==> config.mk <==
export PLATFORM = sky130hd
export DESIGN_NAME = msx_mouse_host
export DESIGN_NICKNAME = d
export VERILOG_FILES = /design/src/rtl/msx_mouse_host.sv
export SDC_FILE = /design/constraint.sdc
export NUM_CORES = 1
export LEC_CHECK = 0
export BUFFER_PORTS_ARGS = -buffer_cell sky130_fd_sc_hd__buf_2
export CAP_MARGIN = 30
export CORE_MARGIN = 8
export CORE_UTILIZATION = 53
export DETAILED_ROUTE_END_ITERATION = 10
export GPL_TIMING_DRIVEN = 0
export PLACE_DENSITY = 0.76
export SYNTH_ARGS = -nofsm -noshare
export SYNTH_HDL_FRONTEND = slang
export SYNTH_SLANG_ARGS = --single-unit
==> constraint.sdc <==
create_clock -name clk -period 2.1 [get_ports clk]
set_input_delay 0.315 -clock clk [delete_from_list [all_inputs] [get_ports clk]]
set_output_delay 0.315 -clock clk [all_outputs]
set_load 0.01 [all_outputs]
==> src/rtl/msx_mouse_host.sv <==
// MSX mouse host: strobes the DB9 port, reads four nibbles per poll and emits a PS/2-style packet.
// Define MSX_MOUSE_IDLE_EN to emit a packet on every poll, even with no motion or button change.
module msx_mouse_host #(
  parameter int SETTLE_CYC = 430,
  parameter int POLL_CYC   = 358000
) (
  input  logic        clk,
  input  logic        reset,
  input  logic        enable,
  input  logic [5:0]  joy_in,
  output logic        strobe,
  output logic [24:0] mouse_out,
  output logic        busy
);

  localparam int PW = $clog2(POLL_CYC + 1);
  localparam int SW = $clog2(SETTLE_CYC + 1);
  localparam logic [PW-1:0] POLL_LAST   = PW'(POLL_CYC - 1);
  localparam logic [SW-1:0] SETTLE_LAST = SW'(SETTLE_CYC - 1);

  typedef enum logic [2:0] {IDLE, XH, XL, YH, YL, EMIT} state_t;

  state_t        r_state, w_next;
  logic [5:0]    r_sync1, r_sync2;
  logic [5:0]    w_joy;
  logic [PW-1:0] r_poll;
  logic [SW-1:0] r_settle;
  logic [3:0]    r_xh, r_xl, r_yh;
  logic [1:0]    r_last_btn;
  logic [24:0]   r_mouse;
  logic          w_sample, w_poll_wrap, w_changed, w_fire;
  logic [7:0]    w_raw_x, w_raw_y, w_dx;

  assign w_joy       = ~r_sync2;
  assign w_sample    = (r_settle == SETTLE_LAST);
  assign w_poll_wrap = (r_poll == POLL_LAST);

  always_ff @(posedge clk) begin
    if (reset) r_state <= IDLE;
    else       r_state <= w_next;
  end

  always_comb begin
    w_next = r_state;
    strobe = 1'b0;
    busy   = 1'b1;
    case (r_state)
      IDLE: begin
        busy = 1'b0;
        if (w_poll_wrap) w_next = XH;
      end
      XH: begin
        strobe = 1'b1;
        if (w_sample) w_next = XL;
      end
      XL: if (w_sample) w_next = YH;
      YH: begin
        strobe = 1'b1;
        if (w_sample) w_next = YL;
      end
      YL:      if (w_sample) w_next = EMIT;
      EMIT:    w_next = IDLE;
      default: w_next = IDLE;
    endcase
    if (!enable) w_next = IDLE;
  end

  always_ff @(posedge clk) begin
    if (reset) begin
      r_sync1 <= '0;
      r_sync2 <= '0;
    end else begin
      r_sync1 <= joy_in;
      r_sync2 <= r_sync1;
    end
  end

  // Free-runs across the read sequence so poll starts stay POLL_CYC apart.
  always_ff @(posedge clk) begin
    if (reset || !enable || w_poll_wrap) r_poll <= '0;
    else                                 r_poll <= r_poll + 1'b1;
  end

  always_ff @(posedge clk) begin
    if (reset || (w_next != r_state) || (r_state == IDLE)) r_settle <= '0;
    else if (!w_sample)                                    r_settle <= r_settle + 1'b1;
  end

  always_ff @(posedge clk) begin
    if (reset || !enable) begin
      r_xh <= '0;
      r_xl <= '0;
      r_yh <= '0;
    end else if (w_sample) begin
      case (r_state)
        XH:      r_xh <= w_joy[3:0];
        XL:      r_xl <= w_joy[3:0];
        YH:      r_yh <= w_joy[3:0];
        default: ;
      endcase
    end
  end

  // The YL nibble and buttons are used live so the packet is visible during EMIT.
  assign w_raw_x = {r_xh, r_xl};
  assign w_raw_y = {r_yh, w_joy[3:0]};
  assign w_dx    = (w_raw_x == 8'h80) ? 8'h7F : (~w_raw_x + 8'd1);

`ifdef MSX_MOUSE_IDLE_EN
  assign w_changed = 1'b1;
`else
  assign w_changed = (w_dx != 8'h00) || (w_raw_y != 8'h00) || (w_joy[5:4] != r_last_btn);
`endif

  assign w_fire = enable && (r_state == YL) && w_sample && w_changed;

  always_ff @(posedge clk) begin
    if (reset) begin
      r_mouse    <= '0;
      r_last_btn <= '0;
    end else if (w_fire) begin
      r_mouse    <= {~r_mouse[24], w_raw_y, w_dx, 5'b0, 1'b0, w_joy[5:4]};
      r_last_btn <= w_joy[5:4];
    end
  end

  assign mouse_out = r_mouse;

endmodule

* After elaboration in Yosys (flattened, before gate mapping)
Index checks and enable logic that the tools add are counted.
** Storage, ports and cells
- Register bits after elaboration :: 76
- Output and inout port bits :: 27
- Word-level logic and storage cells :: 52
** Operators by class
- Add/subtract/negate cells :: 3
- Equal/unequal tests :: 9
- Multiplexer cells :: 10
- Bitwise logic cells :: 3
- Reductions and logical operators :: 17
** Operators by type and width (number)
- adder 19 x 1 -> 19 bit, second input constant :: 1
- == test 19 bit, second input constant :: 1
- 2-to-1 mux 3 bit :: 6
- nonzero test 8 bit :: 2
- case mux 3 bit (5 select lines) :: 1
- adder 9 x 1 -> 9 bit, second input constant :: 1
- == test 9 bit, second input constant :: 1
- adder 8 x 1 -> 8 bit, second input constant :: 1
- == test 8 bit, second input constant :: 1
- 2-to-1 mux 8 bit :: 1
- NOT 8 bit :: 1
- == test 3 x 2 -> 1 bit, second input constant :: 2
- logical OR 1 bit :: 6
- NOT 6 bit :: 1
- AND reduction 2 bit :: 3
- == test 3 x 1 -> 1 bit, second input constant :: 1
- == test 3 bit, second input constant :: 1
- logical AND 1 bit :: 3
- logical NOT 3 bit :: 1
- inequality test 3 bit :: 1
- 2-to-1 mux 1 bit :: 2
- inequality test 2 bit :: 1
- OR reduction 2 bit :: 1
- logical NOT 1 bit :: 1
- NOT 1 bit :: 1

* Logic depth before layout (Yosys ltp)
- Depth in word-level cells :: 7
- Depth in mapped cells :: 9

* Worst setup path after synthesis
OpenSTA, ideal clock, no wires.
- Kind :: register to register
- Start :: register r_xl[0]
- End :: register r_mouse[10] (netlist: mouse_out[10])
- Setup time :: 60 ps
- Data arrival time :: 1946 ps
- Path slack :: 94 ps
- Stages on the path, launching flop included :: 8
- Buffers on the path :: 0
- Cell sequence :: dfxtp_1 inv_1 ha_1 nand2b_1 or4_4 a211o_1 nor4_1 a311o_1
** Between the ends
- Word-level cells in the longest chain between the ends :: 7
- Elaborated cells on any way between the ends :: 8
- Those cells by class :: add/sub (1); eq/ne (1); mux (1); bitwise (1); reduce/logical (4)
** RTL lines
- start, declared :: RTL line 28 : logic [3:0] r_xh, r_xl, r_yh;
- start signal, assigned :: RTL line 97 : XL: r_xl <= w_joy[3:0];
- NOT 8 bit :: RTL line 107 : assign w_dx = (w_raw_x == 8'h80) ? 8'h7F : (~w_raw_x + 8'd1);
- adder 8 x 1 -> 8 bit :: RTL line 107
- 2-to-1 mux 8 bit (*) :: RTL line 107
- nonzero test 8 bit :: RTL line 112 : assign w_changed = (w_dx != 8'h00) || (w_raw_y != 8'h00) || (w_joy[5:4] != r_last_btn);
- logical OR 1 bit (2 in series) :: RTL line 112
- logical AND 1 bit :: RTL line 115 : assign w_fire = enable && (r_state == YL) && w_sample && w_changed;
- end signal, assigned :: RTL line 122 : r_mouse <= {~r_mouse[24], w_raw_y, w_dx, 5'b0, 1'b0, w_joy[5:4]};
- end, declared :: RTL line 30 : logic [24:0] r_mouse;
Every way passes the cells marked *; elsewhere a longest branch is shown, timed or not.
A chain may end at the register's enable or synchronous reset.

* Final worst setup path
- Start :: register r_xh[0]
- End :: register r_mouse[13] (netlist: mouse_out[13])
** Between the ends
- Word-level cells in the longest chain between the ends :: 7
- Elaborated cells on any way between the ends :: 8
- Those cells by class :: add/sub (1); eq/ne (1); mux (1); bitwise (1); reduce/logical (4)
** RTL lines
- start, declared :: RTL line 28
- start signal, assigned :: RTL line 96 : XH: r_xh <= w_joy[3:0];
- NOT 8 bit :: RTL line 107
- adder 8 x 1 -> 8 bit :: RTL line 107
- 2-to-1 mux 8 bit (*) :: RTL line 107
- nonzero test 8 bit :: RTL line 112
- logical OR 1 bit (2 in series) :: RTL line 112
- logical AND 1 bit :: RTL line 115
Marked as above.

==> results.py <==
metrics = {
    "synthesis": {
        "ys_seq_area_share_pct": 42.4,
        "synthArstFlopShare_pct": 0,
        "ys.flop_type": "dfxtp_1",
        "ys_top_cells_by_area": "dfxtp_1, nor2_1, xor2_1",
        "netlist.top_cell.by_area": "dfxtp_1",
        "synth_warnings": 0,
        "synth_cell_types": 56,
        "syn-cell-area_mm2": 0.00349,
        "synth-seq-cells": 74,
        "synthCells": 397,
        "avgSynthCellArea_um2": 8.80,
        "synth_edf_count": 0,
        "yosysTopAreaCellShare_pct": 42.4,
    },
    "routing": {
        "ant_nets": 0,
        "drtPass1Iterations": 4,
        "vias": 3113,
        "drtIter0Drc": 160,
        "via_per_inst": 5.85,
        "wl_um": 8230,
        "wl_per_cell_um": 15.5,
        "route.detailed.drc": 0,
    },
    "cts": {
        "cts_root_buf": "clkbuf_8",
        "htreeDepth": 3,
        "clk_pin_slew_ns": 0.08,
        "cts_buffers": 9,
        "clock_path_buffers": 2,
        "cts_tree": "built",
        "numClockSinks": 74,
        "ctsHoldBuffers": 0,
        "clk_latency_ns": 0.36,
    },
    "placed_design": {
        "placedInstanceArea_mm2": 0.00375,
        "gp_congestion": 0.945,
        "io_buffers": 29,
        "hpwl_um": 5510,
        "place_ws_ns": -0.233,
    },
    "timing": {
        "fin_skew_ns": 0.00964,
        "rsz0062_at_grt": "yes",
        "tns_ns": 0,
        "fmax_ghz": 0.478,
        "hold_viol_final": 0,
        "relSlewSlack_pct": 49.8,
        "min_period_over_period_pct": 99.7,
        "setup_viol": 0,
        "period_needed_ns": 2.09,
        "drv_slew": 0,
        "worst_slack_ns": 0.00718,
        "worst_pin_slew_ns": 0.746,
    },
    "die": {
        "design.core.area_mm2": 0.00635,
        "die_area_mm2": 0.00945,
        "die_h_um": 97.2,
        "start_util_pct": 55.0,
        "fp.dieW_um": 97.2,
        "pin_count": 36,
        "rows": 29,
    },
    "cells_and_area": {
        "utilization_pct": 66.4,
        "final_common_cell": "dfxtp_1",
        "register_area_mm2": 0.00150,
        "antennaDiodeCount": 0,
        "n_fill_cell": 530,
        "drive_gt1_share_pct": 23.5,
        "syn_to_final_growth_pct": 20.7,
        "layout_common_cells": "dfxtp_1, nor2_1, buf_2",
        "final_cell_area_mm2": 0.00422,
        "multi_input_area_mm2": 0.00200,
        "nets": 463,
    },
    "power_and_ir_drop": {
        "power_frac_clock_pct": 43.4,
        "p_seq_share_pct": 54.0,
        "power.internal_mw": 2.05,
        "p_leak_nw": 1.56,
        "p_total_mw": 2.63,
        "power_switching_uw": 583,
        "comb_power_share_pct": 2.7,
        "switching_share_pct": 22.1,
        "power_density_mw_per_mm2": 625,
        "peakVddDrop_mv": 0.402,
    },
    "setup_path": {
        "cp-startpoint": "r_xh[0]",
        "crit-reg2reg-launch": "r_xh[0]",
        "crit_arrival_ns": 2.36,
        "cp-start-kind": "register",
        "cp-end-kind": "register",
        "crit_type": "register to register",
        "critPathRequiredTime_ns": 2.37,
        "critPathMaxFanout": 7,
    },
    "grt": {
        "grt_usage_pct": 17.1,
        "grt-ovfl-total": 0,
        "antenna_found_initial": 0,
        "grt_first_pass_wirelength_um": 13500,
        "grt_pass1_vias": 2945,
        "grt_max_degree": 13,
    },
    "hold_path": {
        "hp-class": "primary input to register",
        "hold_start": "joy_in[2]",
    },
    "job": {
        "cap_violations": 0,
    },
    "outcome": {
        "status": "complete, no violations",
    },
}
-- routing by layer --
metal  wire, um  GRT usage [%]  up-vias
met4        169           10.2        0
li1           -              -     1511
met1       3700           20.4     1497
met3        493           4.34       15
met5          0              0        -
met2       3860           27.1       90
-- power groups by stage --
stage                     logic [mW]  registers (mW)  clock network, mW
final                         0.0700            1.42               1.14
after CTS                     0.0691            1.42               1.16
after global routing          0.0786            1.42               1.22
after floorplan               0.0484            1.45                  0
after global placement        0.0658            1.46                  0
after detailed placement      0.0670            1.46                  0
-- final cells by class --
type	count	share of cell area (%)
Buffer	17	2.37
Clock buffer	12	3.68
Clock inverter	4	1.19
Inverter	17	1.51
Multi-Input combinational cell	289	47.5
Sequential cell	74	35.5
Tap cell	77	2.28
Timing Repair Buffer	42	6.02
-- worst max-delay path, stage by stage (launching register included) --
cell and delay (ns):
dfxtp_4 0.37, or3_4 0.41, or4_4 0.54, a211oi_4 0.29, buf_6 0.16, a41oi_1 0.13
o31ai_1 0.11
-- cells in the mapped netlist, types with 2 or more instances --
library cell	n
or4_1	2
o31ai_1	2
and2_1	10
inv_1	17
a41oi_1	2
xor2_1	19
ha_1	4
xnor2_1	9
clkbuf_1	13
nor2_1	53
nor2b_1	21
and3_1	5
a21oi_1	8
or2_2	2
buf_4	6
a211oi_1	18
and4_1	3
nor3_1	10
a211o_1	3
o21a_1	2
a311o_1	2
nor3b_1	8
nand3_1	17
a311oi_1	6
dfxtp_1	74
a22oi_1	2
a221o_1	4
or3_1	4
nand2_1	19
o21ai_1	2
o21ai_0	3
nor4_1	9
a211oi_2	2
nand4_1	14
-- state kept, by name (all words and copies together) (netlist names), 4 cells and up --
| signal | flops |
|---|---|
| r_poll | 19 |
| mouse_out | 18 |
| r_settle | 9 |
| r_sync1 | 6 |
| r_sync2 | 6 |
| r_xh | 4 |
| r_xl | 4 |
| r_yh | 4 |
-- cell families after synthesis --
kind of cell | count (synthesis) | synth area share, %
AOI/OAI and AO/OA | 65 | 15.4
and+or+nand+nor | 186 | 28.6
adders and majority gates | 4 | 1.43
other | 1 | 0.107
buffers and inverters | 39 | 5.08
DFF | 74 | 42.4
xor gates and xnor gates | 28 | 7.02
-- worst paths after layout --
kind	end	slack (ns)	cells past startpoint
min	r_sync1[2]	0.17	2
min reg2reg	r_sync2[3]	0.44	1
max	mouse_out[13]	0.007	6
max reg2reg	mouse_out[13]	0.007	6
-- per-stage QoR --
stage	std cells	hold WS [ns]
final	532	0.169
after global placement	508	0.418
after floorplan	402	0.414
after global routing	532	0.156
after detailed placement	508	0.420
after CTS	525	0.161
-- repair_timing --
item	4_1_cts	5_1_grt
setup buffers	2	10
pin swaps	2	18
setup endpoints to repair	37	42
resized for setup	18	34
cloned	0	1
(Power assumes the default switching activity.)
